### src/rtl/reg_writeback_queue_pkg.sv
// Shared definitions for the register-file write-back path.
// Holds the default data/index widths of the 8x8 register file and the
// write-back entry type used by the EX/MEM stage register, the hazard unit
// and the write-back queue.
package reg_writeback_queue_pkg;

    localparam int WBQ_DATA_W = 8;
    localparam int WBQ_ADDR_W = 3;
    localparam int WBQ_DEPTH  = 2;

    // One pending register write: destination index plus result value.
    typedef struct packed {
        logic [WBQ_ADDR_W-1:0] reg_idx;
        logic [WBQ_DATA_W-1:0] data;
    } wb_entry_t;

endpackage

### src/rtl/wbq_fwd_match.sv
// Age-priority match of one decode read address against the write-back queue.
// Scans the valid entries from oldest (head) to youngest; the youngest entry
// whose destination equals rd_reg supplies the forwarded value.
// Ports:
//   head      in   oldest-entry slot index
//   count     in   number of valid entries
//   reg_mem   in   destination index of every slot
//   data_mem  in   data of every slot
//   rd_reg    in   read address to look up
//   fwd_hit   out  some valid entry targets rd_reg
//   fwd_data  out  youngest matching value, 0 when no hit
module wbq_fwd_match
    import reg_writeback_queue_pkg::*;
#(
    parameter int DATA_W = WBQ_DATA_W,
    parameter int ADDR_W = WBQ_ADDR_W,
    parameter int DEPTH  = WBQ_DEPTH,
    parameter int PTR_W  = $clog2(DEPTH),
    parameter int CNT_W  = $clog2(DEPTH) + 1
) (
    input  logic [PTR_W-1:0]              head,
    input  logic [CNT_W-1:0]              count,
    input  logic [DEPTH-1:0][ADDR_W-1:0]  reg_mem,
    input  logic [DEPTH-1:0][DATA_W-1:0]  data_mem,
    input  logic [ADDR_W-1:0]             rd_reg,
    output logic                          fwd_hit,
    output logic [DATA_W-1:0]             fwd_data
);

    logic                hit_s;
    logic [DATA_W-1:0]   data_s;
    logic [PTR_W-1:0]    slot_s;

    // Oldest-to-youngest scan so a later (younger) match overrides an older one.
    always_comb begin
        hit_s  = 1'b0;
        data_s = {DATA_W{1'b0}};
        slot_s = {PTR_W{1'b0}};
        for (int i = 0; i < DEPTH; i++) begin
            // Power-of-two depth: the slot index wraps naturally in PTR_W bits.
            slot_s = head + PTR_W'(i);
            if ((CNT_W'(i) < count) && (reg_mem[slot_s] == rd_reg)) begin
                hit_s  = 1'b1;
                data_s = data_mem[slot_s];
            end else begin
                hit_s  = hit_s;
                data_s = data_s;
            end
        end
    end

    assign fwd_hit  = hit_s;
    assign fwd_data = data_s;

endmodule

### src/rtl/reg_writeback_queue.sv
// Write side of the 8x8 register file. Buffers execute/memory results in a
// small in-order queue, drains the head into the register-file write port
// whenever the port is granted, and forwards the youngest pending value for
// two decode read addresses.
// Ports:
//   Clk, Reset                     clock, synchronous active-high reset
//   wb_valid/wb_ready/wb_reg/wb_data   upstream result handshake
//   wr_grant                       write port available this cycle
//   RegWrite/Write_Reg_Num_1/Write_Data  register-file write port
//   rd_reg_1/2, fwd_hit_1/2, fwd_data_1/2  decode-stage bypass
//   pending                        current queue occupancy
module reg_writeback_queue
    import reg_writeback_queue_pkg::*;
#(
    parameter int DATA_W = WBQ_DATA_W,
    parameter int ADDR_W = WBQ_ADDR_W,
    parameter int DEPTH  = WBQ_DEPTH
) (
    input  logic                       Clk,
    input  logic                       Reset,
    input  logic                       wb_valid,
    output logic                       wb_ready,
    input  logic [ADDR_W-1:0]          wb_reg,
    input  logic [DATA_W-1:0]          wb_data,
    input  logic                       wr_grant,
    output logic                       RegWrite,
    output logic [ADDR_W-1:0]          Write_Reg_Num_1,
    output logic [DATA_W-1:0]          Write_Data,
    input  logic [ADDR_W-1:0]          rd_reg_1,
    input  logic [ADDR_W-1:0]          rd_reg_2,
    output logic                       fwd_hit_1,
    output logic [DATA_W-1:0]          fwd_data_1,
    output logic                       fwd_hit_2,
    output logic [DATA_W-1:0]          fwd_data_2,
    output logic [$clog2(DEPTH):0]     pending
);

    localparam int PTR_W = $clog2(DEPTH);
    localparam int CNT_W = $clog2(DEPTH) + 1;

    logic [PTR_W-1:0]              head_r;
    logic [PTR_W-1:0]              tail_r;
    logic [CNT_W-1:0]              count_r;
    logic [DEPTH-1:0][ADDR_W-1:0]  reg_mem_r;
    logic [DEPTH-1:0][DATA_W-1:0]  data_mem_r;

    logic full_s;
    logic empty_s;
    logic push_s;
    logic pop_s;

    // Full/empty come from the occupancy count so pointer equality is never ambiguous.
    assign full_s  = (count_r == CNT_W'(DEPTH));
    assign empty_s = (count_r == {CNT_W{1'b0}});

    // Ready depends only on occupancy, never on this cycle's grant.
    assign wb_ready = !full_s;
    assign push_s   = wb_valid && !full_s;
    assign pop_s    = !empty_s && wr_grant;
    assign RegWrite = pop_s;
    assign pending  = count_r;

    // Present the head entry on the write port, zeros when nothing is queued.
    always_comb begin
        if (empty_s) begin
            Write_Reg_Num_1 = {ADDR_W{1'b0}};
            Write_Data      = {DATA_W{1'b0}};
        end else begin
            Write_Reg_Num_1 = reg_mem_r[head_r];
            Write_Data      = data_mem_r[head_r];
        end
    end

    // Control state: pointers and count, cleared by Reset (in-flight entries are dropped).
    always_ff @(posedge Clk) begin
        if (Reset) begin
            head_r  <= {PTR_W{1'b0}};
            tail_r  <= {PTR_W{1'b0}};
            count_r <= {CNT_W{1'b0}};
        end else begin
            if (push_s) begin
                tail_r <= tail_r + PTR_W'(1);
            end else begin
                tail_r <= tail_r;
            end
            if (pop_s) begin
                head_r <= head_r + PTR_W'(1);
            end else begin
                head_r <= head_r;
            end
            case ({push_s, pop_s})
                2'b10:   count_r <= count_r + CNT_W'(1);
                2'b01:   count_r <= count_r - CNT_W'(1);
                default: count_r <= count_r;
            endcase
        end
    end

    // Entry storage: data is not reset, only the count decides which slots are live.
    always_ff @(posedge Clk) begin
        if (push_s && !Reset) begin
            reg_mem_r[tail_r]  <= wb_reg;
            data_mem_r[tail_r] <= wb_data;
        end else begin
            reg_mem_r  <= reg_mem_r;
            data_mem_r <= data_mem_r;
        end
    end

    wbq_fwd_match #(
        .DATA_W (DATA_W),
        .ADDR_W (ADDR_W),
        .DEPTH  (DEPTH)
    ) u_fwd_1 (
        .head     (head_r),
        .count    (count_r),
        .reg_mem  (reg_mem_r),
        .data_mem (data_mem_r),
        .rd_reg   (rd_reg_1),
        .fwd_hit  (fwd_hit_1),
        .fwd_data (fwd_data_1)
    );

    wbq_fwd_match #(
        .DATA_W (DATA_W),
        .ADDR_W (ADDR_W),
        .DEPTH  (DEPTH)
    ) u_fwd_2 (
        .head     (head_r),
        .count    (count_r),
        .reg_mem  (reg_mem_r),
        .data_mem (data_mem_r),
        .rd_reg   (rd_reg_2),
        .fwd_hit  (fwd_hit_2),
        .fwd_data (fwd_data_2)
    );

endmodule
### config.mk
export PLATFORM = sky130hd
export DESIGN_NAME = reg_writeback_queue
export DESIGN_NICKNAME = d
export VERILOG_FILES = /design/src/rtl/reg_writeback_queue_pkg.sv /design/src/rtl/wbq_fwd_match.sv /design/src/rtl/reg_writeback_queue.sv
export SDC_FILE = /design/constraint.sdc
export NUM_CORES = 1
export LEC_CHECK = 0
export ABC_AREA = 1
export CORE_UTILIZATION = 49
export CTS_CLUSTER_DIAMETER = 80
export DETAILED_ROUTE_END_ITERATION = 12
export PLACE_DENSITY = 0.92
export SLEW_MARGIN = 40
export SYNTH_ARGS = -nofsm -noshare
export SYNTH_HDL_FRONTEND = slang
export SYNTH_HIERARCHICAL = 1
export SYNTH_SLANG_ARGS = --single-unit
### constraint.sdc
create_clock -name Clk -period 2.01 [get_ports Clk]
set_input_delay 0.201 -clock Clk [delete_from_list [all_inputs] [get_ports Clk]]
set_output_delay 0.201 -clock Clk [all_outputs]
set_load 0.005 [all_outputs]
# [Word-level counts from Yosys, hierarchy flattened]
# Index checks and enable logic that the tools add are counted.
[word_totals] regBits=26 input_bits=21 out_inout_bits=33 wordCells=62
[op_classes] add_sub_neg=4 magnitude_cmp=6 eq_ne=7 mux=25 n_reduce_logical=13
[op_table] op="8-bit two-way mux" count=10
[op_table] op="3-bit two-way mux" count=6
[op_table] op="16-bit bitwise mux" count=1
[op_table] op="3-bit equality test" count=4
[op_table] op="8-bit demux with 1-bit select" count=1
[op_table] op="1-bit logical AND" count=8
[op_table] op="6-bit bitwise mux" count=1
[op_table] op="1-bit by 2-bit less-than comparator with 1-bit output (second input constant)" count=3
[op_table] op="2-bit equality test (second input constant)" count=2
[op_table] op="1-bit by 2-bit less-than comparator with 1-bit output (first input constant)" count=2
[op_table] op="1-bit two-way mux" count=4
[op_table] op="2-bit case mux with 2 select lines" count=1
[op_table] op="3-bit demux with 1-bit select" count=1
[op_table] op="1-bit logical NOT" count=3
[op_table] op="1-bit adder (second input constant)" count=2
[op_table] op="2-bit by 1-bit adder with 2-bit output (second input constant)" count=1
[op_table] op="2-bit by 1-bit equality test with 1-bit output (second input constant)" count=1
[op_table] op="2-bit logical NOT" count=1
[op_table] op="2-bit nonzero test" count=1
[op_table] op="2-bit by 1-bit subtractor with 2-bit output (second input constant)" count=1
[op_table] op="1-bit >= comparator (second input constant)" count=1

# [Logic depth before layout (Yosys ltp)]
# Gate-level depths: netlist (run 1).
[logic_depth] word_depth=6 depth_mapped=10

# [Modules after synthesis]
# The synthesis (run 1) kept the hierarchy.
[by_module_without_submodules] mod="reg_writeback_queue" n_inst=1 cells_each=93 area_each_um2=1096.1 seq_area_each_um2=740.7
[by_module_without_submodules] mod="wbq_fwd_match" n_inst=2 cells_each=114 area_each_um2=505.5 seq_area_each_um2=0.0

# [Least setup slack after synthesis (run 1)]
# No wires, ideal clock.
[synth_timing] path_type="register to register" start="register count_r[0], in the netlist pending[0]" end="register data_mem_r[0] (netlist name) (enable)" t_arrival_ps=1218 t_required_ps=1632 path_slack_ps=414 path_stages_with_launch=5 synth_period_minus_slack_ps=1596 cell_sequence="dfxtp_1 inv_2 nand2_2 nand3_1 nor2_1"
[synth_between] elab_chain_len=4
[synth_lines] element="start, declared" line="reg_writeback_queue.sv:43" rtl="logic [CNT_W-1:0] count_r;"
[synth_lines] element="start signal, assigned" line="reg_writeback_queue.sv:79" rtl="count_r <= {CNT_W{1'b0}};"
[synth_lines] element="start signal, assigned" line="reg_writeback_queue.sv:92" rtl="2'b10: count_r <= count_r + CNT_W'(1);"
[synth_lines] element="start signal, assigned" line="reg_writeback_queue.sv:93" rtl="2'b01: count_r <= count_r - CNT_W'(1);"
[synth_lines] element="2-bit equality test" line="reg_writeback_queue.sv:53" rtl="assign full_s = (count_r == CNT_W'(DEPTH));"
[synth_lines] element="1-bit logical NOT"
[synth_lines] element="net wb_ready" line="reg_writeback_queue.sv:22" rtl="output logic wb_ready,"
[synth_lines] element="1-bit logical AND" line="reg_writeback_queue.sv:58" rtl="assign push_s = wb_valid && !full_s;"
[synth_lines] element="1-bit logical AND" line="reg_writeback_queue.sv:101" rtl="if (push_s && !Reset) begin"
[synth_lines] element="end signal, assigned by index" line="reg_writeback_queue.sv:103" rtl="data_mem_r[tail_r] <= wb_data;"
[synth_lines] element="end signal, assigned" line="reg_writeback_queue.sv:106" rtl="data_mem_r <= data_mem_r;"
[synth_lines] element="end, declared" line="reg_writeback_queue.sv:45" rtl="logic [DEPTH-1:0][DATA_W-1:0] data_mem_r;"
# The timed path passes the listed nets, and every way through them passes these cells.
# A chain may end at the register's enable or synchronous reset.

# [Worst setup path after layout (run 1)]
[layout_timing] start="register reg_mem_r[4] (netlist name)" end="output port fwd_data_1[1]"
[layout_between] elab_chain_len=6 elab_cells_between_ends=10
[layout_lines] element="start, declared" line="reg_writeback_queue.sv:44" rtl="logic [DEPTH-1:0][ADDR_W-1:0] reg_mem_r;"
[layout_lines] element="start signal, assigned by index" line="reg_writeback_queue.sv:102" rtl="reg_mem_r[tail_r] <= wb_reg;"
[layout_lines] element="start signal, assigned" line="reg_writeback_queue.sv:105" rtl="reg_mem_r <= reg_mem_r;"
[layout_lines] element="3-bit two-way mux (implied by the code) (2 in series)" line="wbq_fwd_match.sv:42" rtl="if ((CNT_W'(i) < count) && (reg_mem[slot_s] == rd_reg)) begin"
[layout_lines] element="3-bit equality test" line="wbq_fwd_match.sv:42"
[layout_lines] element="1-bit logical AND" line="wbq_fwd_match.sv:42"
[layout_lines] element="8-bit two-way mux" line="wbq_fwd_match.sv:42"
[layout_lines] element="8-bit two-way mux (*)" line="wbq_fwd_match.sv:42"
[layout_lines] element="end, declared" line="reg_writeback_queue.sv:32" rtl="output logic [DATA_W-1:0] fwd_data_1,"
# Every way passes the cells marked *; elsewhere a longest branch is shown, timed or not. The select of a mux whose other input is x is not followed.

==> results of run 1 <==
-- metal layers --
layer / track usage [%] / vias to the layer above / wire length [µm]
li1: - / 1207 / -
met1: 35.7 / 1200 / 2560
met2: 46.9 / 178 / 3440
met3: 4.39 / 38 / 630
met4: 12.2 / 0 / 287
met5: 0 / - / 0
-- power by group through the flow --
stage	sequential, W	clock [W]	combinational [W]
CTS	0.000702	0.000287	0.00125
floorplan	0.000718	0	0.000706
global placement	0.000707	0	0.00114
finish	0.000717	0.000277	0.00142
detailed placement	0.000710	0	0.00117
global route	0.000723	0.000308	0.00154
-- cells by family after synthesis --
| kind of cell | share of synthesized area, % |
|---|---|
| simple gates | 39.8 |
| compound gates | 15.1 |
| buf+inv | 9.32 |
| flops | 35.2 |
| fa+ha+maj | 0.594 |
-- worst min path at each step --
stage / startpoint / end / slack, ns / cells past startpoint
2_1_floorplan: wb_data[0] / data_mem_r[0] / 0.30 / 0
3_3_place_gp: tail_r / tail_r / 0.47 / 1
3_5_place_dp: tail_r / tail_r / 0.49 / 1
4_1_cts: wb_data[1] / data_mem_r[1] / 0.51 / 1
5_1_grt: wb_data[6] / data_mem_r[14] / 0.52 / 1
6_report: tail_r / tail_r / 0.50 / 1
-- stage by stage --
step	util (%)	setup WS, ns	setup TNS, ns
6_report	76.8	-0.116	-0.708
2_1_floorplan	-	0.414	0
3_5_place_dp	67.2	-0.0590	-0.680
4_1_cts	71.9	-0.115	-1.80
3_3_place_gp	67.2	-0.0406	-0.282
5_1_grt	76.8	-0.205	-2.21
-- cells in the final DEF, fill, tap and decap left out, types with 4 or more instances in the layout --
cell,instances
sky130_fd_sc_hd__nand2_1,127
sky130_fd_sc_hd__o21ai_0,35
sky130_fd_sc_hd__inv_1,26
sky130_fd_sc_hd__clkdlybuf4s50_1,26
sky130_fd_sc_hd__buf_4,25
sky130_fd_sc_hd__nand3_1,22
sky130_fd_sc_hd__edfxtp_1,22
sky130_fd_sc_hd__nand2_2,17
sky130_fd_sc_hd__a21oi_2,12
sky130_fd_sc_hd__clkbuf_2,12
sky130_fd_sc_hd__nand3_2,10
sky130_fd_sc_hd__nor2_1,9
sky130_fd_sc_hd__dlymetal6s2s_1,9
sky130_fd_sc_hd__buf_6,8
sky130_fd_sc_hd__nor2_2,5
sky130_fd_sc_hd__a21oi_1,4
sky130_fd_sc_hd__buf_2,4
-- cells in the mapped netlist, drive strengths merged --
cell,n
nand3,32
nand4,1
ha,1
nor3,1
o21ai,37
dfxtp,4
inv,32
clkbuf,4
edfxtp,22
buf,7
nor2,17
nand2,147
a21oi,16
-- state kept, by name (all words and copies together) (netlist names) --
name        cells
head_r          1
reg_mem_r       6
tail_r          1
pending         2
data_mem_r     16
-- cell type report --
type | count | area [µm²] | area share (%)
well taps | 50 | 62.6 | 2.01
repair buffers | 90 | 848 | 27.2
inverters | 32 | 150 | 4.82
clock buffers | 3 | 41.3 | 1.32
flip-flops and latches | 26 | 744 | 23.9
clock inverters | 1 | 3.75 | 0.120
multi-input cells | 252 | 1270 | 40.7
-- what timing repair did --
action	4_1_cts	5_1_grt
endpoints found under the setup margin	30	30
setup buffers	12	11
pin swaps	6	11
gates resized for setup	35	82
cloned	1	1
==> report_table.html, run 1 <==
<table>
<tr><th>Metric</th><th>Value</th></tr>
<tr><th colspan="2">Clock tree</th></tr>
<tr><td>Clock tree from TritonCTS</td><td>done</td></tr>
<tr><td>Clock sink count</td><td>26</td></tr>
<tr><td>CTS clk-pin slew, worst paths</td><td>0.08 ns</td></tr>
<tr><td>Post-CTS Hold Buffers</td><td>0</td></tr>
<tr><td>Clock buffer count from CTS</td><td>3</td></tr>
<tr><td>Maximum clock path buffer count</td><td>2</td></tr>
<tr><td>Latest clock arrival within the worst-skew pair</td><td>0.26 ns</td></tr>
<tr><td>Clock tree root buffer cell</td><td>sky130_fd_sc_hd__clkbuf_8</td></tr>
<tr><td>Clock H-tree levels</td><td>1</td></tr>
<tr><th colspan="2">Pwr</th></tr>
<tr><td>Portion of total power attributed to the clock network</td><td>11.5%</td></tr>
<tr><td>Leakage dissipation</td><td>1.58 nW</td></tr>
<tr><td>Peak supply drop</td><td>541 µV</td></tr>
<tr><td>Areal power density over the cells</td><td>774 nW/µm²</td></tr>
<tr><td>Total internal power</td><td>0.00142 W</td></tr>
<tr><td>Part of the power in registers</td><td>29.7%</td></tr>
<tr><td>Total power of the final layout</td><td>0.00241 W</td></tr>
<tr><td>Fraction of power spent switching nets</td><td>41.2%</td></tr>
<tr><td>Combinational power share</td><td>58.8%</td></tr>
<tr><td>Net switching power of the design</td><td>0.000994 W</td></tr>
<tr><th colspan="2">Worst setup path</th></tr>
<tr><td>Setup CP Type</td><td>flip-flop to output port</td></tr>
<tr><td>Launch point of the worst path</td><td>reg_mem_r[4]</td></tr>
<tr><td>Worst endpoint required time</td><td>1.81 ns</td></tr>
<tr><td>Cell with the largest stage delay on the worst path</td><td>sky130_fd_sc_hd__edfxtp_1</td></tr>
<tr><td>Crit path arrival time</td><td>1.93 ns</td></tr>
<tr><td>R2r setup slk</td><td>0.34 ns</td></tr>
<tr><td>Launching element type of the critical path</td><td>flip-flop</td></tr>
<tr><td>Reg2reg end</td><td>pending[1]</td></tr>
<tr><td>Crit-path cells</td><td>buf_4 -&gt; nand2_1 -&gt; a21oi_1 -&gt; nor2_1 -&gt; nand2_2 -&gt; buf_6 -&gt; buf_4 -&gt; nand3_1 -&gt; nand2_1 -&gt; clkbuf_2</td></tr>
<tr><td>Worst reg2reg startpoint</td><td>pending[1]</td></tr>
<tr><td>CP top delay family</td><td>buffers and inverters</td></tr>
<tr><td>CP max FO</td><td>5</td></tr>
<tr><td>Worst setup path endpoint</td><td>fwd_data_1[1]</td></tr>
<tr><td>Critical path buffer and inverter count</td><td>4</td></tr>
<tr><td>Stages on worst setup path</td><td>10</td></tr>
<tr><td>Worst setup EP type</td><td>output port</td></tr>
<tr><td>Worst reg2reg path depth</td><td>8</td></tr>
<tr><td>Longest individual stage delay on the worst path</td><td>0.50 ns</td></tr>
<tr><th colspan="2">Outcome</th></tr>
<tr><td>Result of the run</td><td>complete, but fails checks</td></tr>
<tr><td>Violations in the final reports</td><td>setup timing</td></tr>
<tr><th colspan="2">Final layout</th></tr>
<tr><td>Antenna diode count</td><td>0</td></tr>
<tr><td>Nets@finish</td><td>427</td></tr>
<tr><td>Cell Count, Final, Fillers Out</td><td>454</td></tr>
<tr><td>Share of cells above drive strength 1</td><td>28.5%</td></tr>
<tr><td>Layout area overhead</td><td>48.0%</td></tr>
<tr><td>Total non-filler cell area in the finished layout</td><td>3120 µm²</td></tr>
<tr><td>Fill cell count</td><td>276</td></tr>
<tr><th colspan="2">Logic synthesis</th></tr>
<tr><td>Total nets after synthesis</td><td>343</td></tr>
<tr><td>Post-synth top area share</td><td>31.4%</td></tr>
<tr><td>Number of distinct library cell variants in the gate-level netlist after synthesis</td><td>22</td></tr>
<tr><td>Summed instance area of the synthesized netlist</td><td>2110 µm²</td></tr>
<tr><td>Synth warn</td><td>6</td></tr>
<tr><td>Post-Syn Instances</td><td>321</td></tr>
<tr><td>Proportion of synthesized chip area in sequential cells</td><td>35.2%</td></tr>
<tr><td>Main area contributors after synthesis</td><td>sky130_fd_sc_hd__edfxtp_1 31%, sky130_fd_sc_hd__nand2_1 25%, sky130_fd_sc_hd__o21ai_0 8.3%</td></tr>
<tr><td>Average size of a mapped cell</td><td>6.56 µm²</td></tr>
<tr><td>Library cell with the largest summed area after synthesis</td><td>sky130_fd_sc_hd__edfxtp_1</td></tr>
<tr><td>Total of flip-flops plus latches after synthesis</td><td>26</td></tr>
<tr><th colspan="2">GRT</th></tr>
<tr><td>Number of antenna violations at the first check in global routing</td><td>0</td></tr>
<tr><td>Pin count of the biggest net entering global routing</td><td>31</td></tr>
<tr><td>Vias in the first global route</td><td>2282</td></tr>
<tr><td>Tot GR Track Use</td><td>28.2%</td></tr>
<tr><td>Overall overflow remaining after global route</td><td>0</td></tr>
<tr><td>First-pass GRT wire length</td><td>9800 µm</td></tr>
<tr><th colspan="2">Job</th></tr>
<tr><td>Reported max-cap violation count</td><td>0</td></tr>
<tr><th colspan="2">Routing</th></tr>
<tr><td>Number of nets still failing antenna checks after routing</td><td>0</td></tr>
<tr><td>DRC errors left</td><td>0</td></tr>
<tr><td>Post-Route WL</td><td>6920 µm</td></tr>
<tr><td>Drt via density</td><td>5.78</td></tr>
<tr><td>Via count</td><td>2623</td></tr>
<tr><td>WL per Instance</td><td>15.3 µm</td></tr>
<tr><td>Number of violations reported at the end of detailed-routing iteration 0</td><td>245</td></tr>
<tr><td>Number of detailed-route iterations in the first pass</td><td>5</td></tr>
<tr><th colspan="2">Floorplanning</th></tr>
<tr><td>Number of standard-cell rows in the floorplan</td><td>23</td></tr>
<tr><td>Effective utilization at floorplan</td><td>51.9%</td></tr>
<tr><td>DIE HEIGHT</td><td>67.6 µm</td></tr>
<tr><td>Horizontal die dimension</td><td>67.6 µm</td></tr>
<tr><td>Area of the core</td><td>4060 µm²</td></tr>
<tr><td>Total die area</td><td>4570 µm²</td></tr>
<tr><td>I/O pins</td><td>54</td></tr>
<tr><th colspan="2">STA</th></tr>
<tr><td>Worst max-slew margin expressed relative to the limit</td><td>69.4%</td></tr>
<tr><td>Number of failing setup endpoints in the final timing report</td><td>12</td></tr>
<tr><td>Max frequency</td><td>470 MHz</td></tr>
<tr><td>Final hold vios</td><td>0</td></tr>
<tr><td>Time the worst path needs with I/O delays and setup</td><td>2.13 ns</td></tr>
<tr><td>Number of pins exceeding their max-slew limit in the final report</td><td>0</td></tr>
<tr><td>Setup repair after global routing missed its margin</td><td>true</td></tr>
<tr><td>Worst Hold Slack</td><td>0.504 ns</td></tr>
<tr><td>Post-route worst setup slack</td><td>-0.116 ns</td></tr>
<tr><td>Period utilisation layout</td><td>106%</td></tr>
<tr><td>Clock Skews</td><td>0.00175 ns</td></tr>
<tr><td>Pin slew with the least headroom to its limit</td><td>0.458 ns</td></tr>
<tr><th colspan="2">Place</th></tr>
<tr><td>IO Port Bufs</td><td>53</td></tr>
<tr><td>Final RePlAce weighted congestion</td><td>0.885</td></tr>
<tr><td>Post-Place Cells</td><td>425</td></tr>
<tr><td>Placed instance area</td><td>2730 µm²</td></tr>
<tr><td>Final HPWL from detailed placement</td><td>4080 µm</td></tr>
<tr><th colspan="2">Worst hold path</th></tr>
<tr><td>Class of the tightest hold or removal check</td><td>flip-flop to flip-flop</td></tr>
</table>
(Power assumes the default switching activity.)
==> inputs of run 2 (changes only) <==
Settings changed: CORE_UTILIZATION 49 to 48, SYNTH_HIERARCHICAL 1 to not set.
==> run 2 against run 1 <==
Effect of this change:
- clock skew is essentially flat
- clock power grew 50%
- critical path depth is the same
- power grew 25%
- design area shrank 0.88%
- non-clock buffer count grew 11
- clock-buffer cell count is the same
- sequential share of layout area grew 0.29 points
- wire length shrank 3.4%
- register-to-register slack gained 0.12 ns
- largest cell class unchanged
- the run still ends with setup timing left
- hold slack lost 0.034 ns
- synthesized cell count shrank 24%
- highest routed layer unchanged
==> report_table.html, run 2 <==
<table>
<tr><th>Metric</th><th>Value</th></tr>
<tr><th colspan="2">Worst setup path</th></tr>
<tr><td>Launch point of the worst path</td><td>reg_mem_r[0]</td></tr>
<tr><td>Worst endpoint required time</td><td>1.81 ns (about the same)</td></tr>
<tr><td>Worst reg2reg startpoint</td><td>pending[0]</td></tr>
<tr><td>Worst setup EP type</td><td>output port</td></tr>
<tr><td>R2r setup slk</td><td>0.46 ns (+0.12 ns)</td></tr>
<tr><td>Setup CP Type</td><td>flip-flop to output port</td></tr>
<tr><td>Worst setup path endpoint</td><td>fwd_data_2[0]</td></tr>
<tr><td>CP max FO</td><td>5 (unchanged)</td></tr>
<tr><td>Longest individual stage delay on the worst path</td><td>0.48 ns (-0.02 ns)</td></tr>
<tr><td>Reg2reg end</td><td>pending[1]</td></tr>
<tr><td>Launching element type of the critical path</td><td>flip-flop</td></tr>
<tr><td>Worst reg2reg path depth</td><td>9 (+1)</td></tr>
<tr><td>Crit-path cells</td><td>inv_1 -&gt; nand2_1 -&gt; nand3_1 -&gt; nand2_2 -&gt; nor2_4 -&gt; buf_4 -&gt; buf_4 -&gt; nand3_1 -&gt; nand2_1 -&gt; dlygate4sd2_1</td></tr>
<tr><td>Crit path arrival time</td><td>1.96 ns (+0.03 ns)</td></tr>
<tr><td>Cell with the largest stage delay on the worst path</td><td>sky130_fd_sc_hd__edfxtp_1</td></tr>
<tr><th colspan="2">Clock tree</th></tr>
<tr><td>Clock buffer count from CTS</td><td>3 (unchanged)</td></tr>
<tr><td>Clock tree root buffer cell</td><td>sky130_fd_sc_hd__clkbuf_8</td></tr>
<tr><td>Clock sink count</td><td>26 (unchanged)</td></tr>
<tr><td>CTS clk-pin slew, worst paths</td><td>0.08 ns (about the same)</td></tr>
<tr><td>Clock H-tree levels</td><td>1 (unchanged)</td></tr>
<tr><td>Maximum clock path buffer count</td><td>2 (unchanged)</td></tr>
<tr><td>Clock tree from TritonCTS</td><td>done</td></tr>
<tr><td>Latest clock arrival within the worst-skew pair</td><td>0.26 ns (about the same)</td></tr>
<tr><th colspan="2">STA</th></tr>
<tr><td>Worst Hold Slack</td><td>0.470 ns (-0.0340 ns)</td></tr>
<tr><td>Setup repair after global routing missed its margin</td><td>true</td></tr>
<tr><td>Worst max-slew margin expressed relative to the limit</td><td>58.7% (-11 points)</td></tr>
<tr><td>Time the worst path needs with I/O delays and setup</td><td>2.17 ns (+0.0395 ns)</td></tr>
<tr><td>Max frequency</td><td>462 MHz (-1.8%)</td></tr>
<tr><td>Clock Skews</td><td>0.00223 ns (+0.000484 ns)</td></tr>
<tr><td>Number of failing setup endpoints in the final timing report</td><td>11 (-1)</td></tr>
<tr><td>Number of pins exceeding their max-slew limit in the final report</td><td>0 (unchanged)</td></tr>
<tr><td>Post-route worst setup slack</td><td>-0.156 ns (-0.0395 ns)</td></tr>
<tr><td>Period utilisation layout</td><td>108% (+2.0 points)</td></tr>
<tr><td>Final hold vios</td><td>0 (unchanged)</td></tr>
<tr><td>Pin slew with the least headroom to its limit</td><td>0.613 ns (+0.154 ns)</td></tr>
<tr><th colspan="2">Worst hold path</th></tr>
<tr><td>Class of the tightest hold or removal check</td><td>flip-flop to flip-flop</td></tr>
<tr><td>Number of cells on the worst hold path</td><td>2 (+1)</td></tr>
<tr><th colspan="2">Final layout</th></tr>
<tr><td>Commonest cells after routing, fill and taps aside</td><td>46 x sky130_fd_sc_hd__nand2_1, 40 x sky130_fd_sc_hd__nand3_1, 34 x sky130_fd_sc_hd__buf_4</td></tr>
<tr><td>Fill cell count</td><td>186 (-33%)</td></tr>
<tr><td>Share of cells above drive strength 1</td><td>35.7% (+7.2 points)</td></tr>
<tr><td>Final design utilization</td><td>83.2% (+6.3 points)</td></tr>
<tr><td>Largest register by flop count</td><td>data_mem_r</td></tr>
<tr><td>Layout area overhead</td><td>63.5%</td></tr>
<tr><td>Nets@finish</td><td>371 (-13%)</td></tr>
<tr><td>Number of flip-flops under the largest register name</td><td>16 (unchanged)</td></tr>
<tr><td>Antenna diode count</td><td>0 (unchanged)</td></tr>
<tr><td>Commonest non-fill, non-tap cell in the layout</td><td>sky130_fd_sc_hd__nand2_1</td></tr>
<tr><th colspan="2">Routing</th></tr>
<tr><td>DRC errors left</td><td>0 (unchanged)</td></tr>
<tr><td>Number of nets still failing antenna checks after routing</td><td>0 (unchanged)</td></tr>
<tr><td>WL per Instance</td><td>17.0 µm (+12%)</td></tr>
<tr><td>Drt via density</td><td>5.75 (-0.55%)</td></tr>
<tr><td>Via count</td><td>2258 (-14%)</td></tr>
<tr><td>Number of violations reported at the end of detailed-routing iteration 0</td><td>377 (+54%)</td></tr>
<tr><td>Number of detailed-route iterations in the first pass</td><td>8 (+3)</td></tr>
<tr><td>Post-Route WL</td><td>6690 µm (-3.4%)</td></tr>
<tr><th colspan="2">Place</th></tr>
<tr><td>IO Port Bufs</td><td>53 (unchanged)</td></tr>
<tr><td>Final HPWL from detailed placement</td><td>3590 µm (-12%)</td></tr>
<tr><td>Final RePlAce weighted congestion</td><td>0.919 (+3.7%)</td></tr>
<tr><th colspan="2">Logic synthesis</th></tr>
<tr><td>Summed instance area of the synthesized netlist</td><td>1890 µm² (-10%)</td></tr>
<tr><td>Share of flip-flops with an asynchronous set or reset after synthesis</td><td>0% (unchanged)</td></tr>
<tr><td>Proportion of synthesized chip area in sequential cells</td><td>39.2% (+4.0 points)</td></tr>
<tr><td>Post-Syn Instances</td><td>245 (-24%)</td></tr>
<tr><td>Main area contributors after synthesis</td><td>sky130_fd_sc_hd__edfxtp_1 35%, sky130_fd_sc_hd__nand3_1 12%, sky130_fd_sc_hd__nand2_1 12%</td></tr>
<tr><td>Total of flip-flops plus latches after synthesis</td><td>26 (unchanged)</td></tr>
<tr><td>Total nets after synthesis</td><td>270 (-21%)</td></tr>
<tr><td>Synth warn</td><td>0 (-6)</td></tr>
<tr><td>Count of flip-flops with a built-in enable after synthesis</td><td>22 (unchanged)</td></tr>
<tr><td>Leading post-synthesis cells by instance count</td><td>60 x sky130_fd_sc_hd__nand2_1, 47 x sky130_fd_sc_hd__nand3_1, 33 x sky130_fd_sc_hd__inv_1</td></tr>
<tr><td>Post-synth top area share</td><td>34.9% (+3.6 points)</td></tr>
<tr><td>Most frequently used flop master after synthesis</td><td>sky130_fd_sc_hd__edfxtp_1</td></tr>
<tr><td>Average size of a mapped cell</td><td>7.72 µm² (+18%)</td></tr>
<tr><td>Most numerous cell in the Yosys netlist</td><td>sky130_fd_sc_hd__nand2_1</td></tr>
<tr><td>Number of distinct library cell variants in the gate-level netlist after synthesis</td><td>22 (unchanged)</td></tr>
<tr><td>Library cell with the largest summed area after synthesis</td><td>sky130_fd_sc_hd__edfxtp_1</td></tr>
<tr><th colspan="2">GRT</th></tr>
<tr><td>Vias in the first global route</td><td>1831 (-20%)</td></tr>
<tr><td>Tot GR Track Use</td><td>25.0% (-3.2 points)</td></tr>
<tr><td>Pin count of the biggest net entering global routing</td><td>31 (unchanged)</td></tr>
<tr><td>Number of antenna violations at the first check in global routing</td><td>0 (unchanged)</td></tr>
<tr><td>First-pass GRT wire length</td><td>8200 µm (-16%)</td></tr>
<tr><td>Overall overflow remaining after global route</td><td>0 (unchanged)</td></tr>
<tr><th colspan="2">Floorplanning</th></tr>
<tr><td>DIE HEIGHT</td><td>64.8 µm (-4.2%)</td></tr>
<tr><td>Area of the core</td><td>3720 µm² (-8.4%)</td></tr>
<tr><td>I/O pins</td><td>54 (unchanged)</td></tr>
<tr><td>Effective utilization at floorplan</td><td>50.9% (-1.1 points)</td></tr>
<tr><td>Horizontal die dimension</td><td>64.8 µm (-4.2%)</td></tr>
<tr><td>Total die area</td><td>4190 µm² (-8.2%)</td></tr>
<tr><td>Number of standard-cell rows in the floorplan</td><td>22 (-4.3%)</td></tr>
<tr><th colspan="2">Outcome</th></tr>
<tr><td>Violations in the final reports</td><td>setup timing</td></tr>
<tr><td>Result of the run</td><td>complete, but fails checks</td></tr>
<tr><th colspan="2">Pwr</th></tr>
<tr><td>Areal power density over the cells</td><td>978 nW/µm² (+26%)</td></tr>
<tr><td>Peak supply drop</td><td>707 µV (+31%)</td></tr>
<tr><td>Leakage dissipation</td><td>1.62 nW (+2.6%)</td></tr>
<tr><th colspan="2">Job</th></tr>
<tr><td>Reported max-cap violation count</td><td>0 (unchanged)</td></tr>
</table>
==> run 2: cell types whose count changed after synthesis, sizes merged <==
cell and change:
a21oi -9, buf -2, clkbuf -3, ha +3
inv +2, nand2 -69, nand3 +17, nand4 -1
nor2 +2, o21ai -18, xor2 +2
==> run 2: cell families after synthesis <==
family	share of synthesized area (%)
buf+inv	8.93
simple gates	41.2
compound gates	7.08
xor+xnor	0.927
fa+ha+maj	2.65
flops	39.2
==> run 2: per-layer routing <==
layer | wire (µm) | global-route usage (%) | share of wire (%)
met4 | 361 | 9.72 | 5.4
met2 | 3210 | 42.6 | 48
met3 | 562 | 1.94 | 8.4
met1 | 2550 | 32.6 | 38
met5 | 0 | 0 | 0
==> run 2: final cells by class <==
cell class / instances / area, µm² / share of cell area [%]
multi-input combinational: 180 / 1120 / 36.3
sequential: 26 / 747 / 24.2
inverter: 34 / 133 / 4.29
timing repair buffer: 101 / 958 / 31.0
clock buffer: 3 / 41.3 / 1.34
clock inverter: 1 / 30.0 / 0.972
tap: 48 / 60.1 / 1.94
==> run 2: where the power goes <==
part	total (W)	switching [W]	internal (W)	leakage, nW
sequential	0.000708	0.0000517	0.000657	0.236
clock	0.000416	0.000150	0.000266	0.0357
combinational	0.00190	0.00100	0.000894	1.35
==> run 2: through the flow <==
stage / instances / total power, W / TNS, ns / worst slack [ns] / area [µm²]
CTS: 371 / 0.00265 / -1.32 / -0.197 / 2780
global placement: 354 / 0.00208 / -0.936 / -0.0695 / 2560
global route: 393 / 0.00316 / -1.46 / -0.176 / 3090
detailed placement: 354 / 0.00211 / -1.50 / -0.103 / 2560
finish: 393 / 0.00302 / -0.840 / -0.156 / 3090
floorplan: 245 / 0.00149 / 0 / 0.00406 / 1890
==> run 2: how the worst min path moves through the flow <==
| stage | startpoint | to |
|---|---|---|
| floorplan | Reset | head_r |
| global placement | tail_r | tail_r |
| detailed placement | tail_r | tail_r |
| global route | tail_r | tail_r |
| CTS | tail_r | tail_r |
| finish | tail_r | tail_r |
==> run 2: timing repair <==
item                                    4_1_cts  5_1_grt
cloned                                        1        1
endpoints found under the setup margin       27       27
resized for setup                            42       65
setup buffers                                12       21
hold buffers                                  0        0
pin swaps                                     8       27
==> run 2: worst max-delay path, delay by kind of cell, from the launching register on <==
kind | cells | cell delay [ns]
AND/OR/NAND/NOR | 6 | 0.59
buffers and inverters | 4 | 0.62
flip-flops | 1 | 0.48
